--- src/rtl/instr_mem_arbiter.sv ---
// Round-robin arbiter giving a fetch port and a loader port shared access to a
// byte-wide instruction memory; each 32-bit word moves as four big-endian byte beats.
module instr_mem_arbiter #(
  parameter int MEM_BYTES = 128,
  parameter int AW        = 7
) (
  input  logic          clk,
  input  logic          reset,
  input  logic          f_req,
  input  logic [31:0]   f_addr,
  output logic          f_ack,
  output logic [31:0]   f_data,
  input  logic          l_req,
  input  logic [31:0]   l_addr,
  input  logic [31:0]   l_wdata,
  output logic          l_ack,
  output logic          err,
  output logic [AW-1:0] mem_addr,
  output logic          mem_we,
  output logic [7:0]    mem_wdata,
  input  logic [7:0]    mem_rdata,
  output logic          busy
);

  typedef enum logic [1:0] {
    IDLE = 2'd0,
    XFER = 2'd1,
    RESP = 2'd2
  } state_t;

  localparam logic [31:0] ADDR_MAX = 32'(MEM_BYTES - 4);

  state_t        state, state_nxt;
  logic          gnt_l;
  logic          last_l;
  logic [AW-1:0] addr_q;
  logic [31:0]   wdata_q;
  logic [1:0]    beat;
  logic [31:0]   rd_word;
  logic [31:0]   rd_word_nxt;

  logic          f_bad, l_bad;
  logic          pick_l;
  logic          sel_bad;
  logic          going_resp;
  logic          resp_l;
  logic          resp_bad;

  // A word is illegal when misaligned or when its last byte would fall past the end.
  assign f_bad   = (f_addr[1:0] != 2'b00) || (f_addr > ADDR_MAX);
  assign l_bad   = (l_addr[1:0] != 2'b00) || (l_addr > ADDR_MAX);
  assign pick_l  = l_req && (!f_req || !last_l);
  assign sel_bad = pick_l ? l_bad : f_bad;

  always_ff @(posedge clk or posedge reset) begin
    if (reset) begin
      state <= IDLE;
    end else begin
      state <= state_nxt;
    end
  end

  always_comb begin
    state_nxt = state;
    case (state)
      IDLE: begin
        if (f_req || l_req) begin
          state_nxt = sel_bad ? RESP : XFER;
        end
      end
      XFER: begin
        if (beat == 2'd3) begin
          state_nxt = RESP;
        end
      end
      RESP:    state_nxt = IDLE;
      default: state_nxt = IDLE;
    endcase
  end

  // Grant side and error status as they will be in RESP, valid on the edge entering it.
  assign going_resp = (state != RESP) && (state_nxt == RESP);
  assign resp_l     = (state == IDLE) ? pick_l  : gnt_l;
  assign resp_bad   = (state == IDLE) ? sel_bad : 1'b0;

  always_comb begin
    rd_word_nxt = rd_word;
    case (beat)
      2'd0:    rd_word_nxt[31:24] = mem_rdata;
      2'd1:    rd_word_nxt[23:16] = mem_rdata;
      2'd2:    rd_word_nxt[15:8]  = mem_rdata;
      default: rd_word_nxt[7:0]   = mem_rdata;
    endcase
  end

  always_comb begin
    mem_wdata = 8'h00;
    case (beat)
      2'd0:    mem_wdata = wdata_q[31:24];
      2'd1:    mem_wdata = wdata_q[23:16];
      2'd2:    mem_wdata = wdata_q[15:8];
      default: mem_wdata = wdata_q[7:0];
    endcase
  end

  assign busy     = (state != IDLE);
  assign mem_we   = (state == XFER) && gnt_l;
  assign mem_addr = (state == XFER) ? (addr_q + AW'(beat)) : '0;

  always_ff @(posedge clk or posedge reset) begin
    if (reset) begin
      gnt_l   <= 1'b0;
      last_l  <= 1'b1;
      addr_q  <= '0;
      wdata_q <= '0;
      beat    <= 2'd0;
      rd_word <= '0;
    end else begin
      case (state)
        IDLE: begin
          if (f_req || l_req) begin
            gnt_l  <= pick_l;
            last_l <= pick_l;
            addr_q <= pick_l ? l_addr[AW-1:0] : f_addr[AW-1:0];
            beat   <= 2'd0;
            if (pick_l) begin
              wdata_q <= l_wdata;
            end
          end
        end
        XFER: begin
          beat <= beat + 2'd1;
          if (!gnt_l) begin
            rd_word <= rd_word_nxt;
          end
        end
        default: beat <= 2'd0;
      endcase
    end
  end

  // Completion outputs are registered so the ack is a clean single-cycle pulse in RESP.
  always_ff @(posedge clk or posedge reset) begin
    if (reset) begin
      f_ack  <= 1'b0;
      l_ack  <= 1'b0;
      err    <= 1'b0;
      f_data <= '0;
    end else begin
      f_ack <= going_resp && !resp_l;
      l_ack <= going_resp && resp_l;
      err   <= going_resp && resp_bad;
      if (going_resp && !resp_l) begin
        f_data <= resp_bad ? 32'h0 : rd_word_nxt;
      end
    end
  end

endmodule

--- config.mk ---
export PLATFORM = sky130hd
export DESIGN_NAME = instr_mem_arbiter
export DESIGN_NICKNAME = d
export VERILOG_FILES = /design/src/rtl/instr_mem_arbiter.sv
export SDC_FILE = /design/constraint.sdc
export NUM_CORES = 1
export LEC_CHECK = 0
export CAP_MARGIN = 20
export CORE_MARGIN = 4
export CORE_UTILIZATION = 42
export CTS_BUF_LIST = sky130_fd_sc_hd__clkbuf_16
export DETAILED_ROUTE_END_ITERATION = 8
export PLACE_DENSITY = 0.73
export REMOVE_ABC_BUFFERS = 1
export SLEW_MARGIN = 20
export SYNTH_ARGS = -nofsm -noshare
export SYNTH_HDL_FRONTEND = slang
export SYNTH_SLANG_ARGS = --single-unit
--- constraint.sdc ---
create_clock -name clk -period 3.2 [get_ports clk]
set_input_delay 0.32 -clock clk [delete_from_list [all_inputs] [get_ports clk]]
set_output_delay 0.32 -clock clk [all_outputs]
set_load 0.02 [all_outputs]
==> impl_summary.txt, run 1 <==
----------------------------------------------------
[Status]
  Outcome ... finished clean

[Layout]
  Number of cells in the finished layout apart from fillers ... 743
  # nets final ... 710
  N_diodes ... 0
  Fraction of final layout cells with drive strength greater than 1 ... 14.8%
  Area growth syn-to-layout ... 40.1%

[STA]
  Worst setup skew after layout ... 0.00933 ns
  Final min period ... 2.91 ns
  Achievable frequency ... 344 MHz
  Transition time at the pin with the least slew margin ... 0.754 ns
  Pins Over Slew Limit ... 0
  Hold violation count in the final report ... 0
  Max-Slew Margin vs Limit ... 49.7%
  Post-route fraction of the period consumed by the critical path ... 90.9%
  Total negative slack ... 0 ns
  RSZ-0062 raised after global routing ... false
  Number of failing setup endpoints in the final timing report ... 0
  Worst hold margin ... 0.408 ns

[Power]
  Switching part of the total ... 26.5%
  Clock network fraction of total power ... 31.6%
  Logic gate share of total power ... 19.4%
  P_int ... 0.00235 W
  Power Density ... 457 mW/mm2
  Static Leak ... 2.96 nW
  Maximum ir drop on the vdd rail ... 0.258 mV
  Switching power ... 0.000848 W
  Proportion of power drawn by flip-flops and latches ... 49.0%

[Setup path]
  Maximum cell stage delay along the critical path ... 0.69 ns
  Slowest cell on the critical path ... ha_1
  Worst path arrival time ... 2.59 ns
  Data required time of the worst path ... 2.88 ns
  Buf/Inv on CP ... 1
  Nature of the critical path endpoint ... output pin
  Family with the most delay on the worst path ... adder cells
  Maximum fanout along the worst path ... 13
  Cells traversed along the worst timing path ... ha_1, mux2i_1, clkdlybuf4s50_1
  Startpoint type of the worst setup path ... flip-flop
  Classification of the worst setup path ... reg -> out

[Logic synthesis]
  Number of unique standard cell types used by synthesis ... 42
  Average size of a mapped cell ... 11.2 um2
  Async set or reset register ratio after synthesis ... 100%
  Total of flip-flops plus latches after synthesis ... 104
  Sequential area share after synthesis ... 52.1%
  Syn Inst Count ... 445
  Number of flops mapped to enable cells by yosys ... 0
  Yosys warns ... 0
  Most instantiated flip-flop cell in the synthesis netlist ... dfrtp_1
  Mapped cell area ... 0.00499 mm2

[Route]
  Per-cell routed wire length ... 18.7 um
  Detailed-route via count ... 3973
  Post-detailed-route DRC marker count ... 0
  Ratio of routed vias to standard cells ... 5.35
  Drt total wl ... 13.9 mm
  Number of DRC markers after the initial detailed-route iteration ... 185
  Antenna violation net count after detailed routing ... 0
  First drt pass iteration count ... 7

[Placed design]
  Port bufs ... 159
  Number of placed instances, taps included ... 727
  Final estimated routing congestion in global placement ... 0.770
  Detail Placement HPWL ... 10.3 mm

[Clock tree]
  # H-tree levels ... 3
  Number of buffers created by CTS ... 9
  Sink Count ... 104
  Clock latency on the worst-skew pair ... 0.34 ns
  Quantity of gates resized following cts ... 0
  Post-CTS setup-driven buffer insertion count ... 0
  Maximum buffer depth of the clock tree ... 2
  Hold buffer count at CTS ... 0
  Clock transition at the registers of the reported paths ... 0.07 ns
  CTS Root Buffer Type ... clkbuf_16
  TritonCTS clock tree ... yes

[Worst hold path]
  Hold WC Path Type ... in -> async

[Die]
  Y dimension of the die ... 117 um
  Area of the die ... 0.0137 mm2
  Chip Width ... 117 um
  Cell row count ... 39
  Core box area ... 0.0115 mm2
  I/O pin count ... 160
  Starting Density ... 43.4%

[GRT]
  Wire length of the first global-routing pass ... 21.4 mm
  Number of global-route vias before repair ... 4183
  Initial antenna violation count ... 0
  Global router's overall resource usage ... 20.3%
  Remaining global-route overflow ... 0
  Largest net degree at the start of global routing ... 58

[Run]
  Max-cap violations ... 0

----------------------------------------------------
[synthesized netlist by cell type (2+ instances only)]
library cell	count	share of area, %
dfrtp_1	103	52
nand2_1	55	4.1
mux2_2	48	11
mux2i_1	39	7.8
o21ai_0	39	3.9
a21oi_1	23	2.3
buf_2	16	1.6
inv_1	13	0.98
nor4_1	13	1.6
nor2_1	10	0.75
nand3_1	9	0.90
a222oi_1	8	1.6
and2_1	7	0.88
ha_1	6	1.5
a22oi_2	5	1.3
buf_6	5	1.1
clkbuf_1	5	0.38
a21oi_2	4	0.70
a22oi_1	3	0.45
buf_1	3	0.23
nand4_1	3	0.38
xnor2_1	3	0.53
a22o_1	2	0.35
nand4b_1	2	0.35
nor2b_1	2	0.25
nor3_1	2	0.20
xor2_1	2	0.35
[power by group through the flow]
stage	logic [W]	clock network [W]	registers, W
3_3_place_gp	0.000612	0	0.00158
2_1_floorplan	0.000321	0	0.00157
5_1_grt	0.000682	0.00109	0.00158
4_1_cts	0.000635	0.00103	0.00157
3_5_place_dp	0.000631	0	0.00159
6_report	0.000621	0.00101	0.00157
[state kept, by name (all words and copies together) (netlist names)]
register  count
state         2
wdata_q      32
err           1
beat          2
last_l        1
gnt_l         1
rd_word      24
l_ack         1
f_ack         1
f_data       32
addr_q        7
[cell usage in the layout (no fill, tap or decap), drive strengths merged, types with 8 or more instances in the layout]
| cell type | instances |
|---|---|
| a21oi | 27 |
| o21ai | 40 |
| buf | 11 |
| nor2 | 11 |
| dfrtp | 103 |
| a222oi | 8 |
| nand2 | 56 |
| a22oi | 8 |
| mux2i | 39 |
| mux2 | 48 |
| clkbuf | 9 |
| inv | 16 |
| nand3 | 9 |
| nor4 | 13 |
| clkdlybuf4s50 | 159 |
[per-layer routing]
metal  GRT usage, %  part of all wire (%)  vias to the layer above
met4           4.13                  0.66                        0
met2           37.4                    51                      146
met5              0                     0                        -
met1           24.5                    40                     1938
met3           4.32                   8.0                        8
li1               -                     -                     1881
[area by class of cell]
class,instances,area (um2)
repair buffers,170,1720
fillers,953,4520
clock inverters,7,50.0
clock buffers,9,225
well taps,143,179
multi-input cells,297,2160
flip-flops and latches,104,2600
inverters,13,51.3
[final timing paths]
path | start | depth (start not counted) | to | slack, ns
setup reg to reg | beat[1]$_DFFE_PP0P_ | 6 | f_data[26]$_DFFE_PP0P_ | 0.77
setup / recovery | beat[1]$_DFFE_PP0P_ | 3 | mem_wdata[1] | 0.29
min in group clk | last_l$_DFFE_PP1P_ | 2 | last_l$_DFFE_PP1P_ | 0.48
hold / removal | reset | 2 | f_data[29]$_DFFE_PP0P_ | 0.41
max in group asynchronous | reset | 3 | addr_q[2]$_DFFE_PP0P_ | 2.07
hold reg to reg | last_l$_DFFE_PP1P_ | 2 | last_l$_DFFE_PP1P_ | 0.48
[metrics by stage]
step | util [%] | setup WS [ns] | power (W) | area, um2
after global routing | 60.7 | 0.188 | 0.00336 | 7000
after global placement | 58.4 | 0.629 | 0.00219 | 6720
after floorplan | - | 0.149 | 0.00189 | 4810
final | 60.7 | 0.292 | 0.00320 | 7000
after CTS | 60.7 | 0.237 | 0.00323 | 7000
after detailed placement | 58.4 | 0.612 | 0.00222 | 6720
[cells by family (layout without fill, tap and decap cells)]
group                      after synthesis  after routing  synth area share [%]
AOI/OAI and AO/OA                       89             89                  11.5
xor gates and xnor gates                 5              5                 0.877
adders and majority gates                7              7                  1.90
buffers and inverters                   44            199                  4.56
DFF                                    104            104                  52.1
muxes                                   87             87                  18.6
and+or+nand+nor                        109            109                  10.4
Power figures use the tool's default switching activity.
==> run 2: changes to the inputs <==
--- a/config.mk
+++ b/config.mk
@@ -5,9 +5,10 @@
 export SDC_FILE = /design/constraint.sdc
 export NUM_CORES = 1
 export LEC_CHECK = 0
+export ABC_AREA = 1
 export CAP_MARGIN = 20
 export CORE_MARGIN = 4
-export CORE_UTILIZATION = 42
+export CORE_UTILIZATION = 44
 export CTS_BUF_LIST = sky130_fd_sc_hd__clkbuf_16
 export DETAILED_ROUTE_END_ITERATION = 8
 export PLACE_DENSITY = 0.73
==> run 2 against run 1 <==
  * Sequential power increased by 15%
  * Critical endpoint is now mem_wdata[3]
  * Largest cell class unchanged
  * Highest routed layer unchanged
  * Largest power group unchanged
  * Register-to-register slack about the same
  * Flip-flop and latch count rose by 8
  * Combinational power grew 87%
==> impl_summary.txt, run 2 <==
----------------------------------------------------
[Clock tree]
  Quantity of gates resized following cts ... 0
  Number of buffers created by CTS ... 9
  # H-tree levels ... 3
  Maximum buffer depth of the clock tree ... 2
  Clock latency on the worst-skew pair ... 0.35 ns
  CTS Root Buffer Type ... clkbuf_16
  Sink Count ... 112
  Post-CTS setup-driven buffer insertion count ... 0
  Hold buffer count at CTS ... 0
  Clock transition at the registers of the reported paths ... 0.08 ns
  TritonCTS clock tree ... yes

[Setup path]
  Slowest cell on the critical path ... clkdlybuf4s50_1
  FF-to-FF setup slack ... 0.78 ns
  Cells on worst reg2reg path ... 7
  Endpoint of the worst-slack reg-to-reg timing path ... f_data[31]$_DFFE_PP0P_
  Maximum cell stage delay along the critical path ... 0.66 ns
  Data required time of the worst path ... 2.88 ns
  Startpoint of the most critical register-to-register path ... beat[1]$_DFFE_PP0P_
  Cells traversed along the worst timing path ... inv_1, ha_1, a22o_1, a21oi_1, o21ai_0, clkdlybuf4s50_1
  Maximum fanout along the worst path ... 11
  Classification of the worst setup path ... reg -> out
  Startpoint type of the worst setup path ... flip-flop
  Nature of the critical path endpoint ... output pin
  Worst path arrival time ... 2.52 ns

[Die]
  Area of the die ... 0.0148 mm2
  Cell row count ... 41
  Core box area ... 0.0126 mm2
  Chip Width ... 122 um
  Starting Density ... 45.1%
  Y dimension of the die ... 122 um
  I/O pin count ... 160

[Placed design]
  Final estimated routing congestion in global placement ... 0.821
  Detail Placement HPWL ... 9.91 mm
  Placed Area ... 0.00742 mm2
  Number of placed instances, taps included ... 1068
  Setup slack after placement ... 0.718 ns
  Port bufs ... 159

[Logic synthesis]
  Area contributors post-synth ... dfrtp_1 (49%), nand2_1 (20%), inv_1 (6.6%)
  Post-synthesis simple-gate area fraction ... 28.2%
  Syn Inst Count ... 760
  Total of flip-flops plus latches after synthesis ... 112
  Average size of a mapped cell ... 7.49 um2
  Combinational family with the most area after synthesis ... simple AND/OR/NAND/NOR gates
  Number of unique standard cell types used by synthesis ... 32
  Number of flops mapped to enable cells by yosys ... 0
  Multiplexer fraction of the synthesized cell area ... 0%
  Yosys warns ... 0
  Proportion of netlist area held by the largest area contributor ... 48.8%
  Share of the synthesized area in compound gates (AO/OA/AOI/OAI) ... 10.8%
  Sequential area share after synthesis ... 49.3%
  Mapped cell area ... 0.00569 mm2
  Top cells by instance count after synthesis ... nand2_1 (298), dfrtp_1 (111), inv_1 (100)
  Top-count cell post-synth ... nand2_1
  Async set or reset register ratio after synthesis ... 100%
  Post-Synth Adder-Cell Area ... 1.67%
  Area share of xor/xnor cells in the synthesized design ... 0%
  Dominant cell type by area after synthesis ... dfrtp_1
  Most instantiated flip-flop cell in the synthesis netlist ... dfrtp_1

[Route]
  Ratio of routed vias to standard cells ... 4.62
  Post-detailed-route DRC marker count ... 0
  Drt total wl ... 13.7 mm
  Detailed-route via count ... 5009
  Per-cell routed wire length ... 12.6 um
  Antenna violation net count after detailed routing ... 0
  First drt pass iteration count ... 5
  Number of DRC markers after the initial detailed-route iteration ... 298

[Worst hold path]
  Hold WC Path Type ... in -> async

[STA]
  Worst setup skew after layout ... 0.0115 ns
  Pins Over Slew Limit ... 0
  Final min period ... 2.84 ns
  Number of failing setup endpoints in the final timing report ... 0
  Hold violation count in the final report ... 0
  Achievable frequency ... 352 MHz
  Post-route fraction of the period consumed by the critical path ... 88.9%
  Final worst-path setup slack ... 0.355 ns
  Max-Slew Margin vs Limit ... 58.8%
  RSZ-0062 raised after global routing ... false
  Worst hold margin ... 0.358 ns
  Transition time at the pin with the least slew margin ... 0.618 ns

[GRT]
  Initial antenna violation count ... 0
  Largest net degree at the start of global routing ... 65
  Global router's overall resource usage ... 19.5%
  Number of global-route vias before repair ... 4831
  Remaining global-route overflow ... 0
  Wire length of the first global-routing pass ... 23.4 mm

[Layout]
  Regs by FF count ... f_data: 32 flops, rd_word: 32 flops, wdata_q: 32 flops
  Post-route cell area ... 0.00770 mm2
  Commonest non-fill, non-tap cells in the layout ... nand2_1 (298), clkdlybuf4s50_1 (159), dfrtp_1 (111)
  Fraction of final layout cells with drive strength greater than 1 ... 5.04%
  Number of filler instances in the final layout ... 1168
  Area growth syn-to-layout ... 35.3%
  # nets final ... 1022
  Number of cells in the finished layout apart from fillers ... 1084
  Most common cell after layout, fill and taps aside ... nand2_1
  N_diodes ... 0

[Power]
  Switching power ... 0.00130 W
  Clock network fraction of total power ... 26.5%
  P_int ... 0.00275 W
  Total design power ... 0.00405 W
  Power Density ... 525 mW/mm2
  Maximum ir drop on the vdd rail ... 0.264 mV
  Static Leak ... 3.91 nW
  Proportion of power drawn by flip-flops and latches ... 44.7%
  Logic gate share of total power ... 28.8%
  Switching part of the total ... 32.1%

[Status]
  Outcome ... finished clean

[Run]
  Max-cap violations ... 0

----------------------------------------------------
run 2: how the worst max path moves through the flow:
stage	startpoint	end	slack, ns	cells after the start
after detailed placement	beat[0]$_DFFE_PP0P_	mem_wdata[4]	0.72	6
final	beat[0]$_DFFE_PP0P_	mem_wdata[3]	0.36	6
after global routing	beat[0]$_DFFE_PP0P_	mem_wdata[1]	0.12	6
after floorplan	reset	addr_q[0]$_DFFE_PP0P_	-0.08	1
after global placement	beat[0]$_DFFE_PP0P_	mem_wdata[6]	0.76	6
after CTS	beat[0]$_DFFE_PP0P_	mem_wdata[3]	0.33	6
run 2: cell families after synthesis:
family                     count (synthesis)
buffers and inverters                    139
AOI/OAI and AO/OA                        114
and+or+nand+nor                          388
DFF                                      112
adders and majority gates                  7
run 2: metrics by stage:
stage | TNS (ns) | utilization (%)
floorplan | -8.59 | -
global placement | 0 | 58.8
detailed placement | 0 | 58.8
CTS | 0 | 61.0
global route | 0 | 61.0
finish | 0 | 61.0
run 2: area by class of cell:
| cell class | instances | area (um2) | area share (%) |
|---|---|---|---|
| repair buffers | 170 | 1670 | 21.7 |
| multi-input cells | 509 | 2320 | 30.2 |
| well taps | 172 | 215 | 2.79 |
| clock buffers | 9 | 225 | 2.92 |
| inverters | 105 | 402 | 5.21 |
| clock inverters | 7 | 58.8 | 0.763 |
| flip-flops and latches | 112 | 2800 | 36.4 |
run 2: per-layer routing:
layer,vias up,GRT usage [%],wire length (um)
met5,-,0,0
met4,0,4.06,100
met3,8,4.13,739
met2,132,31.8,6590
met1,2235,27.1,6270
li1,2634,-,-
run 2: worst max-delay path: cells and delay by family, from the launching register on:
kind	cells	cell delay (ns)
AOI/OAI and AO/OA	3	0.50
buffers and inverters	2	0.79
adders and majority gates	1	0.46
DFF	1	0.43
run 2: power by group through the flow:
stage | clock [W] | sequential [W] | combinational (W)
finish | 0.00107 | 0.00181 | 0.00116
global route | 0.00116 | 0.00185 | 0.00130
CTS | 0.00110 | 0.00181 | 0.00118
detailed placement | 0 | 0.00184 | 0.00118
global placement | 0 | 0.00184 | 0.00116
floorplan | 0 | 0.00197 | 0.000449
